[src/rtl/cpu_ctrl_pkg.sv]
// Shared definitions for the hardwired control sequencer: opcodes, ALU selects,
// sequencer states, instruction classes and the datapath strobe bundle.
package cpu_ctrl_pkg;

    localparam logic [4:0] OPC_LD   = 5'b00000;
    localparam logic [4:0] OPC_LDI  = 5'b00001;
    localparam logic [4:0] OPC_ST   = 5'b00010;
    localparam logic [4:0] OPC_ADD  = 5'b00011;
    localparam logic [4:0] OPC_SUB  = 5'b00100;
    localparam logic [4:0] OPC_AND  = 5'b00101;
    localparam logic [4:0] OPC_OR   = 5'b00110;
    localparam logic [4:0] OPC_ADDI = 5'b01100;
    localparam logic [4:0] OPC_NOP  = 5'b11010;
    localparam logic [4:0] OPC_HALT = 5'b11011;

    localparam logic [3:0] ALU_ADD = 4'd0;
    localparam logic [3:0] ALU_SUB = 4'd1;
    localparam logic [3:0] ALU_AND = 4'd2;
    localparam logic [3:0] ALU_OR  = 4'd3;

    typedef enum logic [3:0] {
        ST_T0, ST_T1, ST_T2, ST_T3, ST_T4, ST_T5, ST_T6, ST_T7,
        ST_HALT, ST_FAULT
    } state_e;

    typedef enum logic [2:0] {
        CLS_LD, CLS_LDI, CLS_ST, CLS_ALU, CLS_ADDI, CLS_NOP, CLS_HALT, CLS_ILLEGAL
    } op_class_e;

    typedef struct packed {
        logic pco;
        logic pc_inc;
        logic mari;
        logic mdri;
        logic mdro;
        logic iri;
        logic mem_read;
        logic mem_write;
        logic gra;
        logic grb;
        logic grc;
        logic rin;
        logic rout;
        logic baout;
        logic ryi;
        logic zi;
        logic zlowo;
        logic csigno;
    } strobes_t;

    // Steps that hold a memory command until mem_done or timeout.
    function automatic logic is_wait_state(state_e s, op_class_e c);
        return (s == ST_T1) || (s == ST_T6 && c == CLS_LD) || (s == ST_T7 && c == CLS_ST);
    endfunction

endpackage

[src/rtl/ctrl_opcode_decode.sv]
// Combinational opcode classifier: maps an opcode to its instruction class
// and the ALU function used in the execute step.
module ctrl_opcode_decode
    import cpu_ctrl_pkg::*;
#(
    parameter int OPCODE_WIDTH = 5,
    parameter int ALU_OP_WIDTH = 4
) (
    input  logic [OPCODE_WIDTH-1:0] opcode,
    output op_class_e               op_class,
    output logic [ALU_OP_WIDTH-1:0] alu_op
);

    always_comb begin
        // NOTE: every output gets a default before the case so no latch is inferred.
        op_class = CLS_ILLEGAL;
        alu_op   = ALU_OP_WIDTH'(ALU_ADD);
        unique case (opcode)
            OPCODE_WIDTH'(OPC_LD):   op_class = CLS_LD;
            OPCODE_WIDTH'(OPC_LDI):  op_class = CLS_LDI;
            OPCODE_WIDTH'(OPC_ST):   op_class = CLS_ST;
            OPCODE_WIDTH'(OPC_ADD):  op_class = CLS_ALU;
            OPCODE_WIDTH'(OPC_SUB): begin
                op_class = CLS_ALU;
                alu_op   = ALU_OP_WIDTH'(ALU_SUB);
            end
            OPCODE_WIDTH'(OPC_AND): begin
                op_class = CLS_ALU;
                alu_op   = ALU_OP_WIDTH'(ALU_AND);
            end
            OPCODE_WIDTH'(OPC_OR): begin
                op_class = CLS_ALU;
                alu_op   = ALU_OP_WIDTH'(ALU_OR);
            end
            OPCODE_WIDTH'(OPC_ADDI): op_class = CLS_ADDI;
            OPCODE_WIDTH'(OPC_NOP):  op_class = CLS_NOP;
            OPCODE_WIDTH'(OPC_HALT): op_class = CLS_HALT;
            default:                 op_class = CLS_ILLEGAL;
        endcase
    end

endmodule

[src/rtl/control_sequencer.sv]
// Hardwired fetch/decode/execute micro-step sequencer that owns every control
// strobe of the datapath, with memory-done handshake, timeout fault and halt.
module control_sequencer
    import cpu_ctrl_pkg::*;
#(
    parameter int IR_WIDTH     = 32,
    parameter int OPCODE_WIDTH = 5,
    parameter int ALU_OP_WIDTH = 4,
    parameter int MEM_TIMEOUT  = 15
) (
    input  logic                    clock,
    input  logic                    clear,
    input  logic [IR_WIDTH-1:0]     ir,
    input  logic                    mem_done,
    output logic                    pco,
    output logic                    pc_inc,
    output logic                    mari,
    output logic                    mdri,
    output logic                    mdro,
    output logic                    iri,
    output logic                    mem_read,
    output logic                    mem_write,
    output logic                    gra,
    output logic                    grb,
    output logic                    grc,
    output logic                    rin,
    output logic                    rout,
    output logic                    baout,
    output logic                    ryi,
    output logic                    zi,
    output logic                    zlowo,
    output logic                    csigno,
    output logic [ALU_OP_WIDTH-1:0] alu_op,
    output logic                    run,
    output logic                    fault,
    output logic                    illegal
);

    localparam logic [3:0] WAIT_LAST = 4'(MEM_TIMEOUT - 1);

    state_e                  state_q, state_d;
    logic [3:0]              wait_cnt_q, wait_cnt_d;
    op_class_e               class_q, class_d;
    logic [ALU_OP_WIDTH-1:0] alu_sel_q, alu_sel_d;
    logic                    started_q;

    op_class_e               dec_class;
    logic [ALU_OP_WIDTH-1:0] dec_alu_op;
    logic                    in_wait;

    strobes_t                strb;
    logic [ALU_OP_WIDTH-1:0] alu_op_c;
    logic                    run_c, fault_c, illegal_c;

    logic unused_ir_bits;
    assign unused_ir_bits = ^ir[IR_WIDTH-OPCODE_WIDTH-1:0];

    ctrl_opcode_decode #(
        .OPCODE_WIDTH (OPCODE_WIDTH),
        .ALU_OP_WIDTH (ALU_OP_WIDTH)
    ) u_decode (
        .opcode   (ir[IR_WIDTH-1 -: OPCODE_WIDTH]),
        .op_class (dec_class),
        .alu_op   (dec_alu_op)
    );

    assign in_wait = is_wait_state(state_q, class_q);

    // The class is captured at decode so execute steps ignore later IR changes.
    always_comb begin
        state_d    = state_q;
        wait_cnt_d = '0;
        class_d    = class_q;
        alu_sel_d  = alu_sel_q;
        unique case (state_q)
            ST_T0: if (started_q) state_d = ST_T1;
            ST_T1: state_d = ST_T2;
            ST_T2: state_d = ST_T3;
            ST_T3: begin
                class_d   = dec_class;
                alu_sel_d = dec_alu_op;
                unique case (dec_class)
                    CLS_NOP, CLS_ILLEGAL: state_d = ST_T0;
                    CLS_HALT:             state_d = ST_HALT;
                    default:              state_d = ST_T4;
                endcase
            end
            ST_T4: state_d = ST_T5;
            ST_T5: state_d = (class_q == CLS_LD || class_q == CLS_ST) ? ST_T6 : ST_T0;
            ST_T6: state_d = ST_T7;
            ST_T7: state_d = ST_T0;
            ST_HALT, ST_FAULT: state_d = state_q;
            default: state_d = ST_FAULT;
        endcase
        if (in_wait && !mem_done) begin
            if (wait_cnt_q == WAIT_LAST) begin
                state_d = ST_FAULT;
            end else begin
                state_d    = state_q;
                wait_cnt_d = wait_cnt_q + 4'd1;
            end
        end
    end

    always_ff @(posedge clock or negedge clear) begin
        if (!clear) begin
            state_q    <= ST_T0;
            wait_cnt_q <= '0;
            class_q    <= CLS_NOP;
            alu_sel_q  <= '0;
            started_q  <= 1'b0;
        end else begin
            // NOTE: sequential state uses non-blocking assignments only.
            state_q    <= state_d;
            wait_cnt_q <= wait_cnt_d;
            class_q    <= class_d;
            alu_sel_q  <= alu_sel_d;
            started_q  <= 1'b1;
        end
    end

    // Moore decode of the state; mdri additionally tracks mem_done in read waits.
    always_comb begin
        strb      = '0;
        alu_op_c  = '0;
        run_c     = 1'b1;
        fault_c   = 1'b0;
        illegal_c = 1'b0;
        unique case (state_q)
            ST_T0: begin
                strb.pco    = started_q;
                strb.mari   = started_q;
                strb.pc_inc = started_q;
            end
            ST_T1: begin
                strb.mem_read = 1'b1;
                strb.mdri     = mem_done;
            end
            ST_T2: begin
                strb.mdro = 1'b1;
                strb.iri  = 1'b1;
            end
            ST_T3: begin
                unique case (dec_class)
                    CLS_LD, CLS_LDI, CLS_ST: begin
                        strb.grb   = 1'b1;
                        strb.baout = 1'b1;
                        strb.ryi   = 1'b1;
                    end
                    CLS_ALU, CLS_ADDI: begin
                        strb.grb  = 1'b1;
                        strb.rout = 1'b1;
                        strb.ryi  = 1'b1;
                    end
                    CLS_ILLEGAL: illegal_c = 1'b1;
                    default: ;
                endcase
            end
            ST_T4: begin
                strb.zi = 1'b1;
                if (class_q == CLS_ALU) begin
                    strb.grc = 1'b1;
                    strb.rout = 1'b1;
                    alu_op_c = alu_sel_q;
                end else begin
                    strb.csigno = 1'b1;
                end
            end
            ST_T5: begin
                strb.zlowo = 1'b1;
                if (class_q == CLS_LD || class_q == CLS_ST) begin
                    strb.mari = 1'b1;
                end else begin
                    strb.gra = 1'b1;
                    strb.rin = 1'b1;
                end
            end
            ST_T6: begin
                if (class_q == CLS_LD) begin
                    strb.mem_read = 1'b1;
                    strb.mdri     = mem_done;
                end else begin
                    strb.gra  = 1'b1;
                    strb.rout = 1'b1;
                    strb.mdri = 1'b1;
                end
            end
            ST_T7: begin
                if (class_q == CLS_LD) begin
                    strb.mdro = 1'b1;
                    strb.gra  = 1'b1;
                    strb.rin  = 1'b1;
                end else begin
                    strb.mem_write = 1'b1;
                end
            end
            ST_HALT: run_c = 1'b0;
            ST_FAULT: begin
                run_c   = 1'b0;
                fault_c = 1'b1;
            end
            default: run_c = 1'b0;
        endcase
    end

    assign pco       = strb.pco;
    assign pc_inc    = strb.pc_inc;
    assign mari      = strb.mari;
    assign mdri      = strb.mdri;
    assign mdro      = strb.mdro;
    assign iri       = strb.iri;
    assign mem_read  = strb.mem_read;
    assign mem_write = strb.mem_write;
    assign gra       = strb.gra;
    assign grb       = strb.grb;
    assign grc       = strb.grc;
    assign rin       = strb.rin;
    assign rout      = strb.rout;
    assign baout     = strb.baout;
    assign ryi       = strb.ryi;
    assign zi        = strb.zi;
    assign zlowo     = strb.zlowo;
    assign csigno    = strb.csigno;
    assign alu_op    = alu_op_c;
    assign run       = run_c;
    assign fault     = fault_c;
    assign illegal   = illegal_c;

endmodule

[config.mk]
export PLATFORM = sky130hd
export DESIGN_NAME = control_sequencer
export DESIGN_NICKNAME = d
export VERILOG_FILES = /design/src/rtl/cpu_ctrl_pkg.sv /design/src/rtl/ctrl_opcode_decode.sv /design/src/rtl/control_sequencer.sv
export SDC_FILE = /design/constraint.sdc
export NUM_CORES = 1
export LEC_CHECK = 0
export ABC_AREA = 1
export CAP_MARGIN = 20
export CORE_MARGIN = 10
export CORE_UTILIZATION = 37
export DETAILED_ROUTE_END_ITERATION = 6
export PLACE_DENSITY = 0.79
export SLEW_MARGIN = 20
export SYNTH_ARGS = -nofsm -noshare
export SYNTH_HDL_FRONTEND = slang
export SYNTH_SLANG_ARGS = --single-unit
[constraint.sdc]
create_clock -name clock -period 1.5 [get_ports clock]
set_input_delay 0.225 -clock clock [delete_from_list [all_inputs] [get_ports clock]]
set_output_delay 0.225 -clock clock [all_outputs]
set_load 0.005 [all_outputs]
==> results.toml <==
[grt]
gr-usage-met2_pct = 31.5
grt_start_max_net_pins = 15
gr-usage-met3_pct = 4.63
grt_pass1_wl_um = 7610
antenna_found_initial = 0
groute.layer.met1.usage_pct = 20.2
grt_pass1_vias = 1557
overflow = 0
grt_usage_pct = 18.0
gr-max-usage-layer = "met2"

[critical_path]
critPathLaunchType = "flip-flop"
crit_arrival_ns = 1.58
worstPathRequired_ns = 1.27
crit_path_end_kind = "output port"
cp_max_fo = 4
reg2reg_setup_slack_ns = -0.18
criticalPathCategory = "flip-flop to output port"

[detailed_routing]
ant_nets = 0
vias = 1551
drc_errors = 0
wl_per_cell_um = 18.6
dr.pass1.iters = 4
routed_wl_um = 5360
first_iter_violations = 167
viasPerCell = 5.39

[sta]
final_max_slew_viol_count = 0
fin_skew_ns = 0.00256
hold_viol = 0
max_freq_mhz = 553
period_share_pct = 121
rsz0062_at_grt = "yes"
tns_ns = -6.15
layout_min_cycle_time_ns = 1.81
setup_viol = 33
layout_setup_ws_ns = -0.309

[layout]
antenna_cells = 0
area_delta_synth_final_pct = 114
mostFrequentLayoutCells = "buf_4, nand2_1, buf_6"
final_common_cell = "buf_4"
drive_gt1_share_pct = 65.0
fin_area_um2 = 2190
nNetsFinal = 295

[power]
power_density_nw_per_um2 = 357
power_leakage_nw = 1.17
ir_worst_vdd_uv = 454

[floorplanning]
die_w_um = 72.6
dieArea_um2 = 5260
die_h_um = 72.6
start_util_pct = 37.7
ioPinCount = 60
core.rowCount = 19
core_area_um2 = 2710

[synth]
yosysWarnings = 0
yosysSeqAreaShare_pct = 34.5
synth_cells = 155
postSynthAreaPerCell_um2 = 6.60
ys_types = 25
synth_top_area_cell = "dfrtp_1"
yosys-top-cells-area = "dfrtp_1, nand2_1, nand3_1, nor2_1, inv_1"
synth.top_cell.area_share_pct = 29.4
netlist_area_um2 = 1020
yosys_register_bits = 14

[run_status]
violations = "negative setup slack"
run_status = "finished with violations"

[clock_network]
clock_sinks = 14
cts_tree = "done"
holdBufCountCts = 0
clk_latency_ns = 0.29
clk_pin_slew_ns = 0.10
ctsRootBufferMaster = "clkbuf_4"
htreeDepth = 1
numCtsBuffers = 3
clock_path_buffers = 2

[placed_design]
pre_cts_ws_ns = -0.562
postPlaceCellArea_um2 = 1670
portBuffers = 30
hpwlAfterDp_um = 2570
gp_congestion = 0.842

[flow_run]
timing.max_cap.violations = 0

[hold_path]
min_path_type = "input port to async pin"
==> sequential cells by signal, summed over array words and instances, names as in the netlist <==
name / flops
class_q: 3
started_q: 1
alu_sel_q: 2
state_q: 4
wait_cnt_q: 4
==> cells in the mapped netlist, drive strengths merged <==
| library cell | count |
|---|---|
| nand3b | 1 |
| nor2 | 26 |
| xnor2 | 1 |
| nor3 | 5 |
| dfrtp | 12 |
| o21ai | 9 |
| ha | 2 |
| o31ai | 1 |
| inv | 22 |
| conb | 2 |
| nand3 | 20 |
| nand2 | 43 |
| nand4 | 2 |
| dfstp | 2 |
| a21oi | 2 |
| xor2 | 1 |
| buf | 4 |
==> logic make-up (layout without fill, tap and decap cells) <==
group	count (synthesis)	in the layout	synth area share, %
simple gates	97	97	43.5
flops	14	14	34.5
compound gates	12	12	6.12
fa+ha+maj	2	2	2.45
buf+inv	26	127	11.0
xor+xnor	2	2	1.71
other cells	2	3	0.735
==> final timing paths <==
check,endpoint,cells after the start,startpoint
max in group asynchronous,class_q[0],2,clear
min,alu_sel_q[0],2,clear
min in group clock,alu_sel_q[0],2,alu_sel_q[0]
min reg2reg,alu_sel_q[0],2,alu_sel_q[0]
max reg2reg,state_q[1],11,state_q[3]
max,mari,7,state_q[3]
==> worst max-delay path, stage by stage, from the launching register on <==
cell     delay, ns
dfrtp_2       0.46
inv_2         0.10
nand2_4       0.10
nor3_4        0.25
buf_6         0.13
nand3_4       0.07
o21ai_2       0.06
buf_2         0.12
==> metrics by stage <==
step / hold WS, ns / utilization [%] / cells / power [mW]
2_1_floorplan: -0.0706 / - / 156 / 0.416
3_3_place_gp: 0.469 / 61.4 / 257 / 0.471
3_5_place_dp: 0.476 / 61.4 / 257 / 0.472
4_1_cts: 0.240 / 72.7 / 282 / 0.754
5_1_grt: 0.277 / 80.7 / 288 / 0.804
6_report: 0.243 / 80.7 / 288 / 0.780
==> report_power, final <==
part | total, mW | internal (mW) | switching, mW | leakage (nW)
clock | 0.292 | 0.148 | 0.144 | 0.0210
sequential | 0.380 | 0.379 | 0.000761 | 0.157
combinational | 0.108 | 0.0469 | 0.0615 | 0.990
total | 0.780 | 0.574 | 0.206 | 1.17
==> metal layers <==
layer | wire [um] | up-vias
met1 | 2060 | 767
met5 | 0 | -
met2 | 2700 | 78
met3 | 429 | 18
li1 | - | 688
met4 | 175 | 0
==> final cells by class <==
cell class | instances | area [um2]
Clock buffer | 4 | 36.3
Sequential cell | 14 | 357
Inverter | 22 | 92.6
Timing Repair Buffer | 101 | 837
Tap cell | 31 | 38.8
Multi-Input combinational cell | 116 | 825
Fill cell | 163 | 524
==> timing repair <==
item	4_1_cts	5_1_grt
resized for setup	144	55
pin swaps	17	18
endpoints found under the setup margin	27	34
setup buffers	24	7
Power figures use the tool's default switching activity.
